[src/rtl/cache_controller_nway.sv]
`default_nettype none
// +--------------------------------------------------------------------------+
// | Module   : cache_controller_nway                                          |
// | Brief    : N-way set-associative L1D controller FSM with true-LRU ages,   |
// |            dirty write-back, optional write-allocate and L2 sequencing.   |
// | Revision : 1.0  initial release                                           |
// +--------------------------------------------------------------------------+
module cache_controller_nway #(
   parameter int ADDR_W         = 32,
   parameter int TAG_W          = 21,
   parameter int WAYS           = 4,
   parameter int BURST          = 8,
   parameter int L2_WR_CYC      = 8,
   parameter int WRITE_ALLOCATE = 0,
   localparam int AGE_W         = $clog2(WAYS)
) (
   input  logic                    i_clk,
   input  logic                    i_reset,
   input  logic                    i_ld,
   input  logic                    i_st,
   input  logic [ADDR_W-1:0]       i_addr,
   input  logic [WAYS*TAG_W-1:0]   i_tag_loaded,
   input  logic [WAYS-1:0]         i_valid,
   input  logic [WAYS-1:0]         i_dirty,
   input  logic [WAYS*AGE_W-1:0]   i_age,
   input  logic                    i_l2_ack,
   output logic                    o_hit,
   output logic                    o_miss,
   output logic [AGE_W-1:0]        o_way_sel,
   output logic [TAG_W-1:0]        o_tag_out,
   output logic [WAYS-1:0]         o_tag_en,
   output logic [WAYS-1:0]         o_valid_en,
   output logic [WAYS-1:0]         o_dirty_en,
   output logic                    o_dirty_val,
   output logic                    o_load_ready,
   output logic [WAYS-1:0]         o_write_l1,
   output logic                    o_read_l2,
   output logic                    o_write_l2,
   output logic [WAYS*AGE_W-1:0]   o_age_new,
   output logic                    o_age_en,
   output logic [3:0]              o_state,
   output logic [3:0]              o_count,
   output logic                    o_busy
);

   typedef enum logic [3:0] {
      S_IDLE       = 4'd0,
      S_READ_L1    = 4'd1,
      S_WRITE_L1   = 4'd2,
      S_WRITE_L2   = 4'd3,
      S_WRITE_BACK = 4'd4,
      S_ALLOCATE   = 4'd5,
      S_UPDATE_L1  = 4'd6
   } state_t;

   state_t                  r_state;
   logic [3:0]              r_count;
   logic [AGE_W-1:0]        r_way;
   logic [TAG_W-1:0]        r_tag;
   logic                    r_op_ld;
   logic                    r_hit, r_miss, r_dirty_val, r_load_ready;
   logic                    r_read_l2, r_write_l2, r_age_en, r_busy;
   logic [WAYS-1:0]         r_tag_en, r_valid_en, r_dirty_en, r_write_l1;
   logic [WAYS*AGE_W-1:0]   r_age_new;

   logic [TAG_W-1:0]        w_req_tag;
   logic                    w_accept;
   logic                    w_hit;
   logic [AGE_W-1:0]        w_hit_way;
   logic                    w_have_inv;
   logic [AGE_W-1:0]        w_victim;
   logic                    w_victim_dirty;
   state_t                  w_nstate;
   logic [3:0]              w_ncount;
   logic [AGE_W-1:0]        w_nway;
   logic [WAYS-1:0]         w_way_oh;
   logic [AGE_W-1:0]        w_acc_age;
   logic [WAYS*AGE_W-1:0]   w_age_upd;
   logic                    w_unused_addr;

   assign w_req_tag      = i_addr[ADDR_W-1 -: TAG_W];
   assign w_unused_addr  = ^i_addr[ADDR_W-TAG_W-1:0];
   assign w_accept       = (r_state == S_IDLE) && (i_ld || i_st);
   assign w_victim_dirty = i_valid[w_victim] && i_dirty[w_victim];
   assign w_nway         = w_accept ? (w_hit ? w_hit_way : w_victim) : r_way;
   assign w_way_oh       = WAYS'(1) << w_nway;
   assign w_acc_age      = i_age[int'(w_nway)*AGE_W +: AGE_W];

   // Tag compare and victim choice; descending scans leave the lowest index.
   always_comb begin
      w_hit      = 1'b0;
      w_hit_way  = '0;
      w_have_inv = 1'b0;
      w_victim   = '0;
      for (int w = WAYS-1; w >= 0; w--) begin
         if (i_valid[w] && (i_tag_loaded[w*TAG_W +: TAG_W] == w_req_tag)) begin
            w_hit     = 1'b1;
            w_hit_way = AGE_W'(w);
         end
      end
      for (int w = WAYS-1; w >= 0; w--) begin
         if (!i_valid[w]) begin
            w_have_inv = 1'b1;
            w_victim   = AGE_W'(w);
         end
      end
      if (!w_have_inv) begin
         for (int w = WAYS-1; w >= 0; w--) begin
            if (i_age[w*AGE_W +: AGE_W] == AGE_W'(WAYS-1)) begin
               w_victim = AGE_W'(w);
            end
         end
      end
   end

   // True-LRU update for the accessed way: it becomes MRU, younger ways age by one.
   always_comb begin
      w_age_upd = '0;
      for (int w = 0; w < WAYS; w++) begin
         if (AGE_W'(w) == w_nway) begin
            w_age_upd[w*AGE_W +: AGE_W] = '0;
         end else if (i_age[w*AGE_W +: AGE_W] < w_acc_age) begin
            w_age_upd[w*AGE_W +: AGE_W] = i_age[w*AGE_W +: AGE_W] + AGE_W'(1);
         end else begin
            w_age_upd[w*AGE_W +: AGE_W] = i_age[w*AGE_W +: AGE_W];
         end
      end
   end

   // Next state and burst counter; the counter restarts from 0 on every entry.
   always_comb begin
      w_nstate = S_IDLE;
      w_ncount = 4'd0;
      case (r_state)
         S_IDLE: begin
            if (w_accept) begin
               if (w_hit) begin
                  w_nstate = i_ld ? S_READ_L1 : S_WRITE_L1;
               end else if (i_ld || (WRITE_ALLOCATE != 0)) begin
                  w_nstate = w_victim_dirty ? S_WRITE_BACK : S_ALLOCATE;
               end else begin
                  w_nstate = S_WRITE_L2;
               end
            end
         end
         S_READ_L1, S_WRITE_L1: w_nstate = S_IDLE;
         S_WRITE_L2: begin
            if (r_count != 4'(L2_WR_CYC-1)) begin
               w_nstate = S_WRITE_L2;
               w_ncount = r_count + 4'd1;
            end
         end
         S_WRITE_BACK: begin
            if (r_count == 4'(BURST-1)) begin
               w_nstate = S_ALLOCATE;
            end else begin
               w_nstate = S_WRITE_BACK;
               w_ncount = r_count + 4'd1;
            end
         end
         S_ALLOCATE:  w_nstate = i_l2_ack ? S_UPDATE_L1 : S_ALLOCATE;
         S_UPDATE_L1: w_nstate = r_op_ld ? S_READ_L1 : S_WRITE_L1;
         default:     w_nstate = S_IDLE;
      endcase
   end

   // FSM register: every output is registered from the state being entered.
   always_ff @(posedge i_clk or posedge i_reset) begin
      if (i_reset) begin
         r_state      <= S_IDLE;
         r_count      <= 4'd0;
         r_way        <= '0;
         r_tag        <= '0;
         r_op_ld      <= 1'b0;
         r_hit        <= 1'b0;
         r_miss       <= 1'b0;
         r_dirty_val  <= 1'b0;
         r_load_ready <= 1'b0;
         r_read_l2    <= 1'b0;
         r_write_l2   <= 1'b0;
         r_age_en     <= 1'b0;
         r_busy       <= 1'b0;
         r_tag_en     <= '0;
         r_valid_en   <= '0;
         r_dirty_en   <= '0;
         r_write_l1   <= '0;
         r_age_new    <= '0;
      end else begin
         r_state      <= w_nstate;
         r_count      <= w_ncount;
         r_way        <= w_nway;
         r_tag        <= w_accept ? w_req_tag : r_tag;
         r_op_ld      <= w_accept ? i_ld : r_op_ld;
         r_hit        <= w_accept && w_hit;
         r_miss       <= w_accept && !w_hit;
         r_load_ready <= (w_nstate == S_READ_L1);
         r_age_en     <= (w_nstate == S_READ_L1) || (w_nstate == S_WRITE_L1);
         r_age_new    <= ((w_nstate == S_READ_L1) || (w_nstate == S_WRITE_L1)) ? w_age_upd : '0;
         r_write_l1   <= ((w_nstate == S_WRITE_L1) || (w_nstate == S_UPDATE_L1)) ? w_way_oh : '0;
         r_dirty_en   <= ((w_nstate == S_WRITE_L1) || (w_nstate == S_UPDATE_L1) ||
                          ((w_nstate == S_WRITE_BACK) && (w_ncount == 4'(BURST-1)))) ? w_way_oh : '0;
         r_dirty_val  <= (w_nstate == S_WRITE_L1);
         r_tag_en     <= (w_nstate == S_UPDATE_L1) ? w_way_oh : '0;
         r_valid_en   <= (w_nstate == S_UPDATE_L1) ? w_way_oh : '0;
         r_read_l2    <= (w_nstate == S_ALLOCATE);
         r_write_l2   <= (w_nstate == S_WRITE_L2) || (w_nstate == S_WRITE_BACK);
         r_busy       <= (w_nstate != S_IDLE);
      end
   end

   assign o_hit        = r_hit;
   assign o_miss       = r_miss;
   assign o_way_sel    = r_way;
   assign o_tag_out    = r_tag;
   assign o_tag_en     = r_tag_en;
   assign o_valid_en   = r_valid_en;
   assign o_dirty_en   = r_dirty_en;
   assign o_dirty_val  = r_dirty_val;
   assign o_load_ready = r_load_ready;
   assign o_write_l1   = r_write_l1;
   assign o_read_l2    = r_read_l2;
   assign o_write_l2   = r_write_l2;
   assign o_age_new    = r_age_new;
   assign o_age_en     = r_age_en;
   assign o_state      = r_state;
   assign o_count      = r_count;
   assign o_busy       = r_busy;

endmodule
`default_nettype wire

[config.mk]
export PLATFORM = sky130hd
export DESIGN_NAME = cache_controller_nway
export DESIGN_NICKNAME = d
export VERILOG_FILES = /design/src/rtl/cache_controller_nway.sv
export SDC_FILE = /design/constraint.sdc
export NUM_CORES = 1
export LEC_CHECK = 0
export CAP_MARGIN = 20
export CORE_MARGIN = 4
export CORE_UTILIZATION = 41
export CTS_CLUSTER_SIZE = 10
export DETAILED_ROUTE_END_ITERATION = 10
export HOLD_SLACK_MARGIN = 0.12
export PLACE_DENSITY = 0.86
export SLEW_MARGIN = 5
export SYNTH_ARGS = -nofsm -noshare
export SYNTH_HDL_FRONTEND = slang
export SYNTH_SLANG_ARGS = --single-unit
[constraint.sdc]
create_clock -name i_clk -period 3.8 [get_ports i_clk]
set_input_delay 0.95 -clock i_clk [delete_from_list [all_inputs] [get_ports i_clk]]
set_output_delay 0.95 -clock i_clk [all_outputs]
set_load 0.02 [all_outputs]
# Yosys cells after proc, flatten, opt, wreduce, memory -nomap -nowiden
# Index checks and enable logic that the tools add are counted.
op_classes:
  add_sub_neg: 5
  order_cmp: 5
  eq_ne: 24
  n_shift: 2
  muxes: 52
  n_reduce_logical: 18
ops:
  columns: ["cell", "n"]
  rows:
  - ["equality test 21 bit", 4]
  - ["two-way mux 2 bit", 27]
  - ["equality test 4 x 3 -> 1 bit, second input constant", 8]
  - ["two-way mux 4 bit", 5]
  - ["one-hot mux 4 bit (5 select lines)", 1]
  - ["equality test 4 x 2 -> 1 bit, second input constant", 3]
  - ["two-way mux 1 bit", 12]
  - ["logical AND 1 bit", 9]
  - ["two-way mux 3 bit", 3]
  - ["adder 2 x 1 -> 2 bit, second input constant", 4]
  - ["equality test 2 bit, second input constant", 4]
  - ["< comparator 2 bit", 4]
  - ["two-way mux 8 bit", 1]
  - ["one-hot mux 4 bit (2 select lines)", 1]
  - ["variable part select 8 x 4 -> 2 bit", 1]
  - ["logical OR 1 bit", 5]
  - ["adder 4 x 1 -> 4 bit, second input constant", 1]
  - ["binary-select mux 1 bit (select 2 bit)", 2]
  - ["equality test 2 bit, first input constant", 2]
  - ["equality test 4 x 1 -> 1 bit, second input constant", 1]
  - ["zero test 4 bit", 1]
  - ["!= test 4 x 3 -> 1 bit, second input constant", 1]
  - ["nonzero test 4 bit", 1]
  - ["<< shifter 1 x 2 -> 4 bit, first input constant", 1]
  - ["4 further kinds", 4]
word_totals:
  register_bits: 60
  inputBits: 137
  output_inout_bits: 63
  wordCells: 123

# Logic depth before layout (Yosys ltp)
# Gate-level depths: netlist (run 1).
depth:
  ltp_word: 21
  mapped_depth: 18
  mapped_depth_nobuf: 17

# Least setup slack after synthesis (run 1)
# No wires, ideal clock.
synth_path:
  kind: "input -> register"
  start: "input i_addr[29]"
  end: "register r_age_new[1] (netlist: o_age_new[1])"
  setup_time_ns: 0.078
  arrival_ns: 3.804
  t_required_ns: 3.722
  setup_slack_ns: -0.082
  path_stages: 15
  n_path_buf: 2
  path_cell_list: "buf_2 xnor2_1 nand4_1 nor4_1 a21oi_1 a22oi_2 or2_0 buf_6 mux2_2 o21ai_0 ha_1 inv_1 a31oi_4 or3b_1 a21boi_1"
synth_via:
  elab_chain_len: 13
  word_cells_on_any_way: 30
  classes_between: "order compare (1); eq/ne (6); shift (1); mux (16); reduce/logical (6)"
synth_lines:
  columns: ["item", "line_no", "source"]
  rows:
  - ["from (decl)", "21", "input logic [ADDR_W-1:0] i_addr,"]
  - ["equality test 21 bit", "96", "if (i_valid[w] && (i_tag_loaded[w*TAG_W +: TAG_W] == w_req_tag)) begin"]
  - ["logical AND 1 bit", "96", null]
  - ["two-way mux 2 bit / two-way mux 1 bit (equally long branches) (4 in series)", "96", null]
  - ["two-way mux 2 bit (2 in series)", "85", "assign w_nway = w_accept ? (w_hit ? w_hit_way : w_victim) : r_way;"]
  - ["variable part select 8 x 4 -> 2 bit", "87", "assign w_acc_age = i_age[int'(w_nway)*AGE_W +: AGE_W];"]
  - ["< comparator 2 bit", "122", "end else if (i_age[w*AGE_W +: AGE_W] < w_acc_age) begin"]
  - ["two-way mux 2 bit", "122", null]
  - ["two-way mux 2 bit", "120", "if (AGE_W'(w) == w_nway) begin"]
  - ["two-way mux 8 bit *", "198", "r_age_new <= ((w_nstate == S_READ_L1) || (w_nstate == S_WRITE_L1)) ? w_age_upd : '0;"]
  - ["to (signal assigned)", "198", null]
  - ["to (decl)", "64", "logic [WAYS*AGE_W-1:0] r_age_new;"]
# Mark *: on every way between the ends. The rest lies on a longest branch, timed or not.
# A chain may end at the register's enable or synchronous reset.

# Final worst setup path (run 1)
layout_path:
  start: "input i_addr[14]"
  end: "register r_age_new[7] (netlist: o_age_new[7])"
# The elaborated chain is that of the path after synthesis.

==> results of run 1 <==
sequential cells by signal, summed over array words and instances, names as in the netlist:
register	cells
o_dirty_en	4
o_valid_en	4
o_age_new	8
o_age_en	1
o_count	4
o_hit	1
o_read_l2	1
o_write_l2	1
o_dirty_val	1
o_tag_out	21
r_op_ld	1
o_busy	1
o_state	3
o_write_l1	4
o_load_ready	1
o_way_sel	2
o_miss	1
critical path: cells and delay by family:
| kind | cells | cell delay, ns |
|---|---|---|
| adder cells (fa/ha/maj) | 1 | 0.17 |
| AO/OA/AOI/OAI | 2 | 0.42 |
| XOR/XNOR | 1 | 0.16 |
| AND/OR/NAND/NOR | 7 | 1.23 |
| multiplexers | 2 | 0.53 |
| buffers and inverters | 3 | 0.56 |
placed cells by master (no fill, tap or decap), drive strengths merged, types with 8 or more instances in the layout:
cell	n
nand4	29
ha	9
xnor2	75
xor2	13
nor2	29
dlygate4sd2	10
buf	110
nor3	9
clkbuf	30
dlymetal6s2s	54
clkdlybuf4s50	97
o21ai	9
dfrtp	59
nand2	82
inv	8
report_power, final:
| group | switching (µW) | internal, µW |
|---|---|---|
| logic | 1280 | 1170 |
| registers | 139 | 846 |
| clock network | 281 | 334 |
| total | 1700 | 2350 |
final cells by class:
| type | instances | area share [%] |
|---|---|---|
| Clock buffer | 11 | 2.04 |
| Sequential cell | 59 | 19.9 |
| Timing Repair Buffer | 291 | 36.3 |
| Tap cell | 129 | 2.18 |
| Multi-Input combinational cell | 332 | 38.4 |
| Antenna cell | 2 | 0.0675 |
| Clock inverter | 4 | 0.675 |
| Inverter | 8 | 0.439 |
per-stage QoR:
| stage | setup TNS, ns | total power, µW | setup WS (ns) |
|---|---|---|---|
| after global placement | -6.62 | 3090 | -0.830 |
| final | 0 | 4050 | 0.0294 |
| after global routing | -0.284 | 4260 | -0.0760 |
| after CTS | 0 | 3900 | 0.000323 |
| after detailed placement | -7.71 | 3170 | -0.896 |
| after floorplan | 0 | 2150 | 0.0298 |
path summary, 6_finish.rpt:
kind / startpoint / to / cells after the start
setup / recovery: i_addr[14] / o_age_new[7] / 16
hold / removal: o_tag_out[10] / o_tag_out[10] / 2
setup reg to reg: o_state[0] / o_age_new[7] / 13
hold reg to reg: o_tag_out[10] / o_tag_out[10] / 2
max in group asynchronous: i_reset / o_miss / 3
min in group asynchronous: i_reset / o_age_new[0] / 2
layer usage:
layer  up-vias  global-route usage, %
met4         0                   9.59
met5         -                      0
met1      2190                   33.9
met2       220                   49.7
met3        64                   4.80
li1       1989                      -
synth_stat cells (3+ instances only):
cell type and count:
nand2_1 82, xnor2_1 71, dfrtp_1 59, nand4_1 29, nor2_1 29, buf_2 16
xor2_1 13, ha_1 9, inv_1 8, nor3_1 8, nor4_1 7, buf_4 6
buf_6 6, a21oi_1 5, clkbuf_1 5, mux2i_1 5, nor3b_1 5, o21ai_0 5
nor2b_1 4, xnor2_2 4, a21boi_1 3, a31oi_4 3, and2_1 3, nand3_1 3
o21a_1 3, o21ai_1 3
logic make-up (layout without fill, tap and decap cells):
group,Yosys count,after routing,share of synthesized area (%)
AND/OR/NAND/NOR,190,190,23.7
XOR/XNOR,88,88,20.1
flip-flops,59,59,37.1
buffers and inverters,41,314,6.07
AO/OA/AOI/OAI,37,37,7.96
adder cells (fa/ha/maj),9,9,2.83
multiplexers,7,7,2.11
other,1,3,0.0942
what timing repair did:
item / in CTS / in global routing
gates cloned: 0 / 0
gates resized for setup: 98 / 153
setup buffers: 11 / 9
pin swaps: 32 / 83
setup endpoints to repair: 8 / 17
==> qor.yml, run 1 <==
logic_synthesis:
  synth_edf_count: 0
  synth_top_area_share_pct: 37.1
  synth_top_area_cell: "dfrtp_1"
  ys_seq_elements: 59
  synth_ff_type: "dfrtp_1"
  syn_area_um2: 3980
  synthArstFlopShare_pct: 100
  synth_cell_type_count: 57
  yosysWarningCount: 0
  synthCells: 432
  syn_avg_cell_area_um2: 9.21
  synthTopCellsByArea: "dfrtp_1 37%, xnor2_1 16%, nand2_1 7.7%"
  yosysSeqAreaShare_pct: 37.1
  synthesis.nets: 578
cts:
  clock_latency_ns: 0.35
  cts_buffers: 9
  htreeDepth: 3
  cts-root-buf: "clkbuf_8"
  path_clk_slew_ns: 0.08
  cts_tree: "done"
  clock_path_buffers: 2
  ctsHoldBuffers: 0
  clock-sinks: 59
worst_setup_path:
  arrival_ns: 4.02
  cp_slowest_cell: "nor4_2"
  cp-end-kind: "flop"
  critPathMaxFanout: 5
  path_cells: "buf_2, xnor2_2, nand4_1, nor4_2, buf_4, nand4_1, and3_4, or2_4, mux2_4, o21ai_4, buf_6, ha_4, nor2_4, a31oi_4, mux2i_1, nor2_1"
  critPathMaxStageDelay_ns: 0.34
  required_ns: 4.04
  reg2reg_setup_slack_ns: 0.75
  critical_path_class: "input pin to flop"
  startpoint_type: "input pin"
  crit_top_cell: "nand4_1"
timing:
  holdWs_ns: 0.486
  hold_viol: 0
  worst_pin_slew_ns: 0.604
  drv_slew: 0
  period_share_pct: 99.2
  fin_crit_ns: 3.77
  clock_skew_ns: 0.0124
  setup_viol: 0
  slew_headroom_pct: 59.7
  max_freq_mhz: 265
global_routing:
  overflow: 0
  antenna_found_initial: 2
  grt_pass1_wl_mm: 24.3
  grt.total_usage_pct: 27.9
  grt_start_max_net_pins: 32
  grt_pass1_vias: 4636
drt:
  route.antenna.remaining_nets: 0
  dr.first_iter.drc_count: 242
  num_vias: 4463
  wirelength_met1_mm: 6.47
  first_pass_iters: 5
  routed.top_layer: "met4"
  wl_per_cell_um: 20.7
  wl_mm: 17.3
  drc_errors: 0
  met2_length_mm: 8.96
  wl_met3_mm: 1.04
  via_per_inst: 5.34
finish:
  layout-drive-gt1-share_pct: 33.3
  nets: 847
  multi_input_area_um2: 2850
  instances_no_fill: 836
  stdcell_area_um2: 7410
  regArea_um2: 1480
  fin_util_pct: 79.5
  areaGrowthSynthToFinish_pct: 86.3
  fillers: 550
die:
  die_y_um: 107
  ios: 200
  core.rowCount: 35
  chipWidth_um: 107
  core_um2: 9330
  die_area_um2: 11300
  initial_core_util_pct: 42.7
placement:
  globalplace.congestion: 0.885
  dp_cells: 801
  place_area_um2: 6450
  io_buffer_count: 187
  hpwl_mm: 12.2
pwr:
  p_per_area_nw_per_um2: 547
  leakagePower_uw: 0.00372
  ir_worst_vdd_mv: 0.348
flow_run:
  max_cap_violations: 0
hold_path:
  min-delay-path-class: "flop to flop"
status:
  status: "complete, no violations"
(Power assumes the default switching activity.)
==> run 2, diff against run 1 <==
--- a/config.mk
+++ b/config.mk
@@ -12,6 +12,7 @@
 export DETAILED_ROUTE_END_ITERATION = 10
 export HOLD_SLACK_MARGIN = 0.12
 export PLACE_DENSITY = 0.86
+export RECOVER_POWER = 100
 export SLEW_MARGIN = 5
 export SYNTH_ARGS = -nofsm -noshare
 export SYNTH_HDL_FRONTEND = slang
==> run 2 against run 1 <==
Effect of this change:
- wire length is 0.40% lower
- count of clock-buffer cells in the layout stayed put
- design area is 0.14% lower
- non-clock buffer count stayed put
- global-route usage stayed put
- fmax is 0.13% lower
- combinational power is 3% lower
- critical path depth stayed put
- sequential power is 1% lower
- register-to-register slack hardly changed
- via count is 0.16% lower
- power is 2.4% lower
- critical endpoint is now o_age_new[5]
- largest cell class unchanged
- highest routed layer unchanged
==> qor.yml, run 2 (synthesis results as in run 1) <==
finish:
  fin_util_pct: 79.4  # -0.11 points
  areaGrowthSynthToFinish_pct: 86.1
  layout_commonest_cell: "buf_4"
  largest_reg_flops: 21  # unchanged
  final_cell_mix: "93 x buf_4, 81 x nand2_1, 65 x dlygate4sd3_1"
  fillers: 550  # unchanged
  nets: 847  # unchanged
  layout-drive-gt1-share_pct: 32.8  # -0.57 points
cts:
  path_clk_slew_ns: 0.08  # about the same
  cts-root-buf: "clkbuf_8"
  cts_buffers: 9  # unchanged
  clock-sinks: 59  # unchanged
  cts_tree: "done"
  htreeDepth: 3  # unchanged
  clock_path_buffers: 2  # unchanged
  clock_latency_ns: 0.35  # about the same
die:
  die_area_um2: 11300  # unchanged
  ios: 200  # unchanged
  core_um2: 9330  # unchanged
  die_y_um: 107  # unchanged
  chipWidth_um: 107  # unchanged
  initial_core_util_pct: 42.7  # unchanged
  core.rowCount: 35  # unchanged
worst_setup_path:
  required_ns: 4.03  # about the same
  cp-end-kind: "flop"
  critPathMaxFanout: 5  # unchanged
  critical_path_class: "input pin to flop"
  arrival_ns: 4.01  # about the same
  startpoint_type: "input pin"
timing:
  drv_slew: 0  # unchanged
  max_freq_mhz: 265  # -0.13%
  setup_viol: 0  # unchanged
  clock_skew_ns: 0.0144  # +0.00201 ns
  fin_crit_ns: 3.78  # +0.00496 ns
  worst_pin_slew_ns: 1.12  # +0.517 ns
  period_share_pct: 99.4  # +0.13 points
  hold_viol: 0  # unchanged
  slew_headroom_pct: 25.3  # -34 points
global_routing:
  grt_pass1_vias: 4636  # unchanged
  antenna_found_initial: 2  # unchanged
  overflow: 0  # unchanged
  grt.total_usage_pct: 27.9  # unchanged
  grt_start_max_net_pins: 32  # unchanged
  grt_pass1_wl_mm: 24.3  # unchanged
pwr:
  ir_worst_vdd_mv: 0.347  # -0.26%
  total_power_uw: 3960  # -2.4%
  p_per_area_nw_per_um2: 534  # -2.2%
  leakagePower_uw: 0.00385  # +3.5%
drt:
  wl_mm: 17.2  # -0.40%
  wl_per_cell_um: 20.6  # -0.40%
  num_vias: 4456  # -0.16%
  via_per_inst: 5.33  # -0.16%
  route.antenna.remaining_nets: 0  # unchanged
  dr.first_iter.drc_count: 247  # +2.1%
  first_pass_iters: 5  # unchanged
  drc_errors: 0  # unchanged
placement:
  hpwl_mm: 12.2  # unchanged
  globalplace.congestion: 0.885  # unchanged
  io_buffer_count: 187  # unchanged
flow_run:
  max_cap_violations: 0  # unchanged
hold_path:
  min-delay-path-class: "flop to flop"
status:
  status: "complete, no violations"
[run 2: cell count changes in the layout (fill, tap and decap cells not counted), sizes merged]
cell / delta
clkdlybuf4s50: -65
buf: -3
clkbuf: +3
dlygate4sd3: +65
[run 2: stage by stage]
| step | area, µm² | worst slack, ns | std cells | hold slack (ns) | setup TNS [ns] |
|---|---|---|---|---|---|
| final | 7400 | 0.0245 | 836 | 0.478 | 0 |
| after global routing | 7400 | -0.0760 | 836 | 0.503 | -0.284 |
| after CTS | 7020 | 0.000323 | 827 | 0.480 | 0 |
| after detailed placement | 6450 | -0.896 | 801 | 0.464 | -7.71 |
| after global placement | 6450 | -0.830 | 801 | 0.458 | -6.62 |
| after floorplan | 3980 | 0.0298 | 432 | 0.458 | 0 |
[run 2: critical path, cell delays in order]
cell and delay (ns):
buf_2 0.23, xnor2_2 0.16, nand4_1 0.17, nor4_2 0.34, buf_4 0.17, nand4_1 0.14, and3_4 0.23, or2_4 0.25
mux2_4 0.32, o21ai_4 0.23, buf_6 0.16, ha_4 0.15, nor2_1 0.06, a31oi_4 0.16, mux2i_1 0.22, nor2_1 0.06
[run 2: power by group]
| group | total (µW) | switching [µW] | internal (µW) |
|---|---|---|---|
| Clock | 612 | 278 | 334 |
| Sequential | 975 | 130 | 846 |
| Combinational | 2370 | 1280 | 1090 |
[run 2: layout make-up]
cell class | instances | area [µm²] | share of cell area (%)
multi-input combinational | 332 | 2850 | 38.4
inverter | 8 | 32.5 | 0.439
tap | 129 | 161 | 2.18
antenna | 2 | 5.00 | 0.0676
clock buffer | 11 | 151 | 2.04
sequential | 59 | 1480 | 19.9
clock inverter | 4 | 50.0 | 0.676
timing repair buffer | 291 | 2680 | 36.2
[run 2: path summary, 6_finish.rpt]
check | from | to | slack [ns] | cells after the start
min in group asynchronous | i_reset | o_age_new[0] | 1.31 | 2
hold / removal | o_tag_out[10] | o_tag_out[10] | 0.48 | 2
max in group asynchronous | i_reset | o_miss | 1.14 | 3
setup / recovery | i_addr[14] | o_age_new[5] | 0.02 | 16
hold reg to reg | o_tag_out[10] | o_tag_out[10] | 0.48 | 2
setup reg to reg | o_state[0] | o_age_new[5] | 0.76 | 13
[run 2: repair_timing]
item,in CTS,in global routing
setup buffers,11,9
hold buffers,0,0
endpoints found under the setup margin,8,17
pin swaps,32,83
gates resized for setup,98,153
[run 2: routing by layer]
layer | track usage [%] | wire length [µm] | vias up
li1 | - | - | 1992
met1 | 33.9 | 6490 | 2186
met2 | 49.7 | 8970 | 216
met3 | 4.80 | 983 | 62
met4 | 9.59 | 799 | 0
met5 | 0 | 0 | -
